[config.mk]
export PLATFORM = sky130hd
export DESIGN_NAME = retire_rename_table
export DESIGN_NICKNAME = d
export VERILOG_FILES = /design/src/rtl/rv32i_types.sv /design/src/rtl/retire_rename_table_free_preg_queue.sv /design/src/rtl/retire_rename_table.sv
export SDC_FILE = /design/constraint.sdc
export NUM_CORES = 1
export LEC_CHECK = 0
export BUFFER_PORTS_ARGS = -buffer_cell sky130_fd_sc_hd__buf_2
export CORE_MARGIN = 10
export CORE_UTILIZATION = 40
export DETAILED_ROUTE_END_ITERATION = 12
export GPL_ROUTABILITY_DRIVEN = 0
export MAX_ROUTING_LAYER = met4
export PLACE_DENSITY = 0.62
export SYNTH_ARGS = -nofsm -noshare
export SYNTH_HDL_FRONTEND = slang
export SYNTH_HIERARCHICAL = 1
export SYNTH_SLANG_ARGS = --single-unit
export TNS_END_PERCENT = 1
[constraint.sdc]
create_clock -name clk -period 5.2 [get_ports clk]
set_clock_uncertainty 0.2 [all_clocks]
set_input_delay 1.3 -clock clk [delete_from_list [all_inputs] [get_ports clk]]
set_output_delay 1.3 -clock clk [all_outputs]
set_load 0.01 [all_outputs]
[src/rtl/rv32i_types.sv]
// Shared RV32I rename types: index widths, arch/phys register index types
// and the ROB-to-RRF commit record.
package rv32i_types;

    localparam int NUM_ARCH_REGS  = 32;
    localparam int NUM_PREGS      = 64;
    localparam int ARCH_IDX_WIDTH = $clog2(NUM_ARCH_REGS);
    localparam int PREG_IDX_WIDTH = $clog2(NUM_PREGS);

    typedef logic [ARCH_IDX_WIDTH-1:0] arch_idx_t;
    typedef logic [PREG_IDX_WIDTH-1:0] preg_idx_t;

    typedef struct packed {
        arch_idx_t rd;
        preg_idx_t pd;
    } rrf_commit_t;

    function automatic preg_idx_t identity_preg(input int idx);
        return preg_idx_t'(idx);
    endfunction

endpackage

[src/rtl/retire_rename_table_free_preg_queue.sv]
// Small FIFO of retired physical registers waiting to be handed back to the
// free list. Pointers carry an extra wrap bit to tell full from empty.
module free_preg_queue
    import rv32i_types::*;
#(
    parameter int DEPTH = 2
) (
    input  logic      clk,
    input  logic      rst,
    input  logic      push_i,
    input  preg_idx_t push_data_i,
    input  logic      pop_i,
    output preg_idx_t head_o,
    output logic      full_o,
    output logic      empty_o
);

    localparam int AW = $clog2(DEPTH);

    logic [AW:0] wr_ptr_q, wr_ptr_d;
    logic [AW:0] rd_ptr_q, rd_ptr_d;
    preg_idx_t   mem_q [DEPTH];
    logic        do_push;
    logic        do_pop;

    assign full_o  = (wr_ptr_q[AW-1:0] == rd_ptr_q[AW-1:0]) && (wr_ptr_q[AW] != rd_ptr_q[AW]);
    assign empty_o = (wr_ptr_q == rd_ptr_q);
    assign do_push = push_i && !full_o;
    assign do_pop  = pop_i && !empty_o;

    assign wr_ptr_d = wr_ptr_q + {{AW{1'b0}}, do_push};
    assign rd_ptr_d = rd_ptr_q + {{AW{1'b0}}, do_pop};

    assign head_o = mem_q[rd_ptr_q[AW-1:0]];

    // Storage is cleared on reset so the head reads as preg 0 while idle.
    always_ff @(posedge clk) begin
        if (!rst) begin
            wr_ptr_q <= '0;
            rd_ptr_q <= '0;
            for (int i = 0; i < DEPTH; i++) begin
                mem_q[i] <= '0;
            end
        end else begin
            wr_ptr_q <= wr_ptr_d;
            rd_ptr_q <= rd_ptr_d;
            if (do_push) begin
                mem_q[wr_ptr_q[AW-1:0]] <= push_data_i;
            end
        end
    end

endmodule

[src/rtl/retire_rename_table.sv]
// Retirement rename table: committed arch-to-phys map, retires superseded
// pregs to the free list. Optional duplicate-mapping check: RRF_DUP_CHECK_EN.
module retire_rename_table
    import rv32i_types::*;
#(
    parameter int FREE_Q_DEPTH = 2
) (
    input  logic                                   clk,
    input  logic                                   rst,
    input  logic                                   commit_valid,
    output logic                                   commit_ready,
    input  arch_idx_t                              commit_rd,
    input  preg_idx_t                              commit_pd,
    input  logic                                   branch_flush,
    output logic [NUM_ARCH_REGS*PREG_IDX_WIDTH-1:0] rat_restore,
    output preg_idx_t                              freed_preg,
    output logic                                   enqueue_freelist,
`ifdef RRF_DUP_CHECK_EN
    output logic                                   error_dup,
`endif
    input  logic                                   freelist_full
);

    rrf_commit_t commit;
    preg_idx_t   map_q [NUM_ARCH_REGS];
    preg_idx_t   map_d [NUM_ARCH_REGS];
    preg_idx_t   old_pd;
    logic        fire;
    logic        writes_rd;
    logic        push;
    logic        q_full;
    logic        q_empty;

    assign commit = {commit_rd, commit_pd};

    // No pop credit: readiness looks only at the registered queue state.
    assign commit_ready = !q_full;
    assign fire         = commit_valid && commit_ready;
    assign writes_rd    = fire && (commit.rd != '0);
    assign old_pd       = map_q[commit.rd];
    assign push         = writes_rd && (old_pd != commit.pd);

    assign enqueue_freelist = !q_empty && !freelist_full && !branch_flush;

    always_comb begin
        map_d = map_q;
        if (writes_rd) begin
            map_d[commit.rd] = commit.pd;
        end
    end

    // Restore view includes a commit firing this cycle (JAL/JALR under flush).
    for (genvar g = 0; g < NUM_ARCH_REGS; g++) begin : g_restore
        assign rat_restore[g*PREG_IDX_WIDTH +: PREG_IDX_WIDTH] = map_d[g];
    end

    always_ff @(posedge clk) begin
        if (!rst) begin
            for (int i = 0; i < NUM_ARCH_REGS; i++) begin
                map_q[i] <= identity_preg(i);
            end
        end else begin
            map_q <= map_d;
        end
    end

    free_preg_queue #(
        .DEPTH (FREE_Q_DEPTH)
    ) u_free_q (
        .clk         (clk),
        .rst         (rst),
        .push_i      (push),
        .push_data_i (old_pd),
        .pop_i       (enqueue_freelist),
        .head_o      (freed_preg),
        .full_o      (q_full),
        .empty_o     (q_empty)
    );

`ifdef RRF_DUP_CHECK_EN
    logic [NUM_PREGS-1:0] live_q, live_d;
    logic                 error_dup_q;

    always_comb begin
        live_d = live_q;
        if (push) begin
            live_d[old_pd]    = 1'b0;
            live_d[commit.pd] = 1'b1;
        end
    end

    always_ff @(posedge clk) begin
        if (!rst) begin
            live_q      <= {{(NUM_PREGS-NUM_ARCH_REGS){1'b0}}, {NUM_ARCH_REGS{1'b1}}};
            error_dup_q <= 1'b0;
        end else begin
            live_q <= live_d;
            if (writes_rd && live_q[commit.pd]) begin
                error_dup_q <= 1'b1;
            end
        end
    end

    assign error_dup = error_dup_q;

    a_no_push_preg0 : assert property (@(posedge clk) disable iff (!rst) push |-> (old_pd != '0));
`endif

endmodule

Yosys cells after proc, flatten, opt, wreduce, memory -nomap -nowiden
Memory sizes are Yosys's and may differ from the RTL's. A register that Yosys moved wholly into a read port is not among the register bits.
Index checks and enable logic that the tools add are counted.
Operators by class
  equal/unequal tests: 4
  magnitude comparators: 2
  $add $sub $neg: 2
  bitwise logic cells: 1
  mux-type cells: 15
  reduce and logical (&&, ||, !) cells: 15
Operators with widths (number)
  bitwise mux 192 bit: 1
  2-to-1 mux 192 bit: 1
  binary-select mux 6 bit (select 5 bit): 1
  demux 6 bit (select 5 bit): 1
  2-to-1 mux 6 bit: 4
  logical AND 1 bit: 9
  2-to-1 mux 1 bit: 7
  greater-or-equal comparator 6 bit, second input constant: 1
  < comparator 6 x 1 -> 1 bit, second input constant: 1
  inequality test 6 bit: 1
  NOT 5 -> 6 bit: 1
  OR reduction 6 bit: 1
  nonzero test 5 bit: 1
  adder 2 x 1 -> 2 bit: 2
  logical NOT 1 bit: 4
  equality test 2 bit: 1
  equality test 1 bit: 1
  inequality test 1 bit: 1
Word-level totals
  bits in writable memories: 12
  memories kept: 1
  bits of input ports: 16
  output and inout bits: 200
  register bits: 196
  logic and storage cells: 74
Memories
  u_free_q.mem_q: depth 2, bits a word 6, rd ports 1, clocked after memory_dff 1, wr ports 2, line retire_rename_table_free_preg_queue.sv:22  | preg_idx_t mem_q [DEPTH];

Logic depth before layout (Yosys ltp)
  word-level depth: 12
  mapped depth: 15
  gate-level depth less buffers: 10

Modules after synthesis
The synthesis kept the hierarchy.
Modules (own cells, without submodules)
  retire_rename_table: cells an instance 871, instances 1, area an instance 9595.5 um^2, sequential area each 3843.7 um^2
  free_preg_queue: cells an instance 76, instances 1, area an instance 870.8 um^2, sequential area each 460.4 um^2

Least setup slack after synthesis
OpenSTA, ideal clock, no wires.
  kind: input-to-reg
  start point: input commit_rd[0]
  end point: memory u_free_q/mem_q[0][0] in the netlist's numbering, enable pin
  stages on the path: 11
  required time: 4.629 ns
  data arrival time: 3.700 ns
  library setup time: 0.371 ns
  slack: 0.929 ns
  buffers on the path: 3
  path through: buf_6 -> buf_12 -> mux4_1 -> a22o_1 -> nor2_2 -> nand4_1 -> and4_1 -> a31oi_1 -> clkbuf_1 -> nand2b_1 -> a22oi_1
RTL lines
  start, declared: line retire_rename_table.sv:12  | input arch_idx_t commit_rd,
  end, declared: line retire_rename_table_free_preg_queue.sv:22

Worst setup path after layout
  start point: register u_free_q.rd_ptr_q[1]
  end point: output rat_restore[137]
On the way
  cells in the longest elaborated chain, start to end: 6
Ends and longest elaborated chain
  start, declared: line retire_rename_table_free_preg_queue.sv:21  | logic [AW:0] rd_ptr_q, rd_ptr_d;
  start signal, assigned: line retire_rename_table_free_preg_queue.sv:46  | rd_ptr_q <= rd_ptr_d;
  inequality test 1 bit: line retire_rename_table_free_preg_queue.sv:26  | assign full_o = (wr_ptr_q[AW-1:0] == rd_ptr_q[AW-1:0]) && (wr_ptr_q[AW] != rd_ptr_q[AW]);
  logical AND 1 bit: line retire_rename_table_free_preg_queue.sv:26
  named net q_full: line retire_rename_table.sv:31  | logic q_full;
  logical NOT 1 bit: line retire_rename_table.sv:37  | assign commit_ready = !q_full;
  logical AND 1 bit: line retire_rename_table.sv:38  | assign fire = commit_valid && commit_ready;
  logical AND 1 bit: line retire_rename_table.sv:39  | assign writes_rd = fire && (commit.rd != '0);
  2-to-1 mux 192 bit: line retire_rename_table.sv:47  | if (writes_rd) begin
  end, declared: line retire_rename_table.sv:15  | output logic [NUM_ARCH_REGS*PREG_IDX_WIDTH-1:0] rat_restore,
The timed path passes the listed nets, and every way through them passes these cells.

==> results <==
- The residual DRC count is 0.
- The data required time at the worst endpoint is ~3.7 ns.
- The post-synthesis share of cell area spent on full adders, half adders and majority gates is less than 1%.
- The synthesized-area fraction occupied by ao, oa, aoi and oai cells is between 4 and 5%.
- Dividing the synthesized area by the synthesized cell count gives 11.1 µm².
- The tree built by TritonCTS fans out to 209 sinks.
- Entering global routing, the biggest net connects 81 pins.
- The post-layout minimum cycle time is 4.86 ns.
- After routing, the total negative slack on setup checks comes to 0 ns.
- The die is 182 µm tall.
- The initial standard-cell utilization of the core is 40.4%.
- For this run, the top clock speed supported by timing is ~210 MHz.
- The filler cell count in the final layout is roughly 2500.
- During I/O placement, the number of pins put on the boundary was ~220.
- The hold violation total from the final report is 0.
- At the later pin of the worst-skew pair, clock insertion delay measures ~0.52 ns.
- The share of the core filled with cells is between 40% and 50%.
- The core region is between 0.02 and 0.03 mm².
- The die covers ~0.033 mm².
- The number of different library cells used by synthesis comes to 56.
- The synthesized instance count is between 900 and 1000.
- The post-synthesis cell area is 0.0105 mm².
- Across the VDD grid, the largest voltage drop is around 230 µV.
- The via count of the first global-routing pass is between 8000 and 9000.
- Setup repair after global routing left no endpoint under its margin.
- The number of nets handed over by synthesis was approximately 970.
- Once detailed placement completed, the half-perimeter wirelength came to between 20 and 30 mm.
- The total global routing track utilization is about a fifth.
- The sequential area share after synthesis is between 40% and 50%.
- The number of buffers on the longest clock path is 3.
- The number of routed nets with antenna violations is 0.
- STA puts the critical path data arrival time at about 3.4 ns.
- The total of max-cap violations is 0.
- The register-to-register path setup slack is approximately 1.9 ns.
- The relative slew slack is a little over two fifths.
- The primary flip-flop cell chosen by synthesis mapping is sky130_fd_sc_hd__dfxtp_1.
- The routed layout has approximately 8000 vias.
- The final critical-path share of the clock period is 93.5%.
- The port buffer count is between 200 and 250.
- The CTS tree is built.
- During synthesis, Yosys emitted a total of 6 warnings.
- The worst setup path category is reg -> out.
- Measured along the x axis, the die boundary spans about 180 µm.
- The simple-gate share of the synthesized area is about 20%.
- The fraction of final layout cells sized beyond drive strength 1 is 49.6%.
- The run finished with clean final reports.
- The number of antenna violations at the first check in global routing is 3.
- The number of clock buffers added by TritonCTS is 24.
- The xor and xnor area share after synthesis is less than 1%.
- STA classifies the critical path startpoint as a flop.
- The first global-routing pass estimated between 50 and 60 mm of wire.
- By area, the combinational part of the netlist is dominated by multiplexers.
- The total number of H-tree levels is 1.
- In the routed layout, each cell is associated on average with a via count of ~5.4.
- In the synthesized netlist the async set-or-reset flop fraction comes to 0%.
- The area added between synthesis and finish is 19.1%.
- The tightest min-delay check is of the reg -> reg type.
- The cell row count is 59.
- The count of state elements after synthesis is 209.
- The number of max-slew violations in the final report is 0.
- After detailed routing, the average wire length per cell comes to ~23 µm.
- The critical path capture point type is an output pin.
- Of the post-synthesis cell area, the part taken by muxes is around 30%.
- The cell sitting at the root of the clock tree is a sky130_fd_sc_hd__clkbuf_16.
- After clock tree synthesis, the clock-pin slew on the worst setup and hold paths is 0.06 ns.
- The number of failing setup endpoints in the final timing report is 0.
- The number of nets in the layout is about 1200.
- Dividing total power by cell area gives a power density of ~290 mW/mm².
- In this run, synthesis inferred 12 flip-flops with an integrated enable.
- The routed design has 34.7 mm of wire.
- The largest driver fanout on the critical path is 18.
- The analysis attributes to cell leakage a power of 5.24 nW.
- The number of violations reported at the end of detailed-routing iteration 0 is 516.
- Global routing finished with a remaining overflow of 0.
- At the pin with the least slew margin, the transition time is between 0.8 and 0.9 ns.
- The first-pass iteration count of the detailed router is 7.
path summary, 6_finish.rpt:
kind / from / to / cells past startpoint
min reg2reg: map_q[188] / map_q[188] / 1
max reg2reg: u_free_q/rd_ptr_q[1] / map_q[58] / 9
min: map_q[188] / map_q[188] / 1
max: u_free_q/rd_ptr_q[1] / rat_restore[137] / 9
worst max-delay path, cell delays in order, from the launching register on:
cell                      delay [ns]
sky130_fd_sc_hd__dfxtp_1        0.34
sky130_fd_sc_hd__xor2_2         0.18
sky130_fd_sc_hd__buf_4          0.20
sky130_fd_sc_hd__and2_2         0.23
sky130_fd_sc_hd__nor2b_2        0.35
sky130_fd_sc_hd__nand2_1        0.14
sky130_fd_sc_hd__or2_2          0.39
sky130_fd_sc_hd__nor2_2         0.47
sky130_fd_sc_hd__mux2_2         0.40
sky130_fd_sc_hd__buf_2          0.14
Yosys cell counts, types with 6 or more instances:
library cell,number,share of area (%)
sky130_fd_sc_hd__mux2i_1,68,6.5
sky130_fd_sc_hd__buf_6,7,0.75
sky130_fd_sc_hd__edfxtp_1,12,3.4
sky130_fd_sc_hd__nor4_2,8,0.96
sky130_fd_sc_hd__nand2_2,6,0.36
sky130_fd_sc_hd__nand4_1,9,0.54
sky130_fd_sc_hd__mux2_2,192,21
sky130_fd_sc_hd__nor2_2,8,0.48
sky130_fd_sc_hd__a211oi_1,6,0.43
sky130_fd_sc_hd__dfxtp_1,197,38
sky130_fd_sc_hd__or2_1,22,1.3
sky130_fd_sc_hd__and2_1,117,7.0
sky130_fd_sc_hd__nor2_1,8,0.29
sky130_fd_sc_hd__or2_2,60,3.6
sky130_fd_sc_hd__o22ai_1,32,1.9
sky130_fd_sc_hd__mux4_2,11,2.4
sky130_fd_sc_hd__buf_2,11,0.53
sky130_fd_sc_hd__nand2_1,28,1.0
sky130_fd_sc_hd__clkbuf_1,47,1.7
sky130_fd_sc_hd__a21oi_1,10,0.48
where the power goes:
group / internal [mW] / switching, mW / total, mW
logic: 0.136 / 0.227 / 0.364
clock network: 0.887 / 0.639 / 1.53
registers: 1.65 / 0.0195 / 1.67
total: 2.67 / 0.886 / 3.56
cell type report:
class                   instances  area [µm²]  share of cell area (%)
diodes                          3        7.51                  0.0602
clock buffers                  35         673                    5.40
clock inverters                 3        18.8                   0.151
inverters                       4        15.0                   0.120
multi-input cells             662        5750                    46.1
flip-flops and latches        209        4300                    34.5
well taps                     335         419                    3.36
repair buffers                240        1280                    10.3
layout by cell type (no fill, tap or decap), types with 25 or more instances in the layout:
cell type                     n
sky130_fd_sc_hd__and2_1     117
sky130_fd_sc_hd__buf_2      214
sky130_fd_sc_hd__buf_4       25
sky130_fd_sc_hd__clkbuf_16   25
sky130_fd_sc_hd__dfxtp_1    197
sky130_fd_sc_hd__mux2_2     192
sky130_fd_sc_hd__mux2i_1     68
sky130_fd_sc_hd__nand2_1     28
sky130_fd_sc_hd__o22ai_1     32
sky130_fd_sc_hd__or2_2       60
registers in the layout, indices dropped and copies added (netlist names), named ones only:
name	count
u_free_q/rd_ptr_q	2
u_free_q/mem_q	12
map_q	192
u_free_q/wr_ptr_q	2
metrics by stage:
stage | hold slack (ns) | instance area [µm²] | setup WS [ns] | std cells | power (mW)
global placement | 0.283 | 11800 | 0.265 | 1450 | 2.06
floorplan | 0.246 | 10500 | 0.929 | 947 | 1.94
CTS | 0.300 | 12500 | 0.176 | 1488 | 3.58
global route | 0.314 | 12500 | 0.212 | 1491 | 3.67
detailed placement | 0.290 | 11800 | 0.247 | 1450 | 2.06
finish | 0.299 | 12500 | 0.336 | 1491 | 3.56
what timing repair did:
item / 4_1_cts / 5_1_grt
setup buffers: 0 / 0
hold buffers: 0 / 0
setup endpoints to repair: 0 / 1
hold endpoints to repair: 0 / 0
gates resized for setup: 0 / 1
cell families after synthesis:
logic type | after synthesis
mux | 274
fa+ha+maj | 2
xor+xnor | 5
simple gates | 315
compound gates | 66
buf+inv | 76
flops | 209
per-layer routing:
metal / routed length [µm] / GRT usage, % / up-vias
met5: 0 / - / -
met4: 869 / 5.56 / 0
met3: 2260 / 4.89 / 55
met2: 16000 / 32.6 / 272
met1: 15500 / 26.1 / 3930
li1: - / - / 3748
No activity file was read; power rests on OpenSTA's default activity.
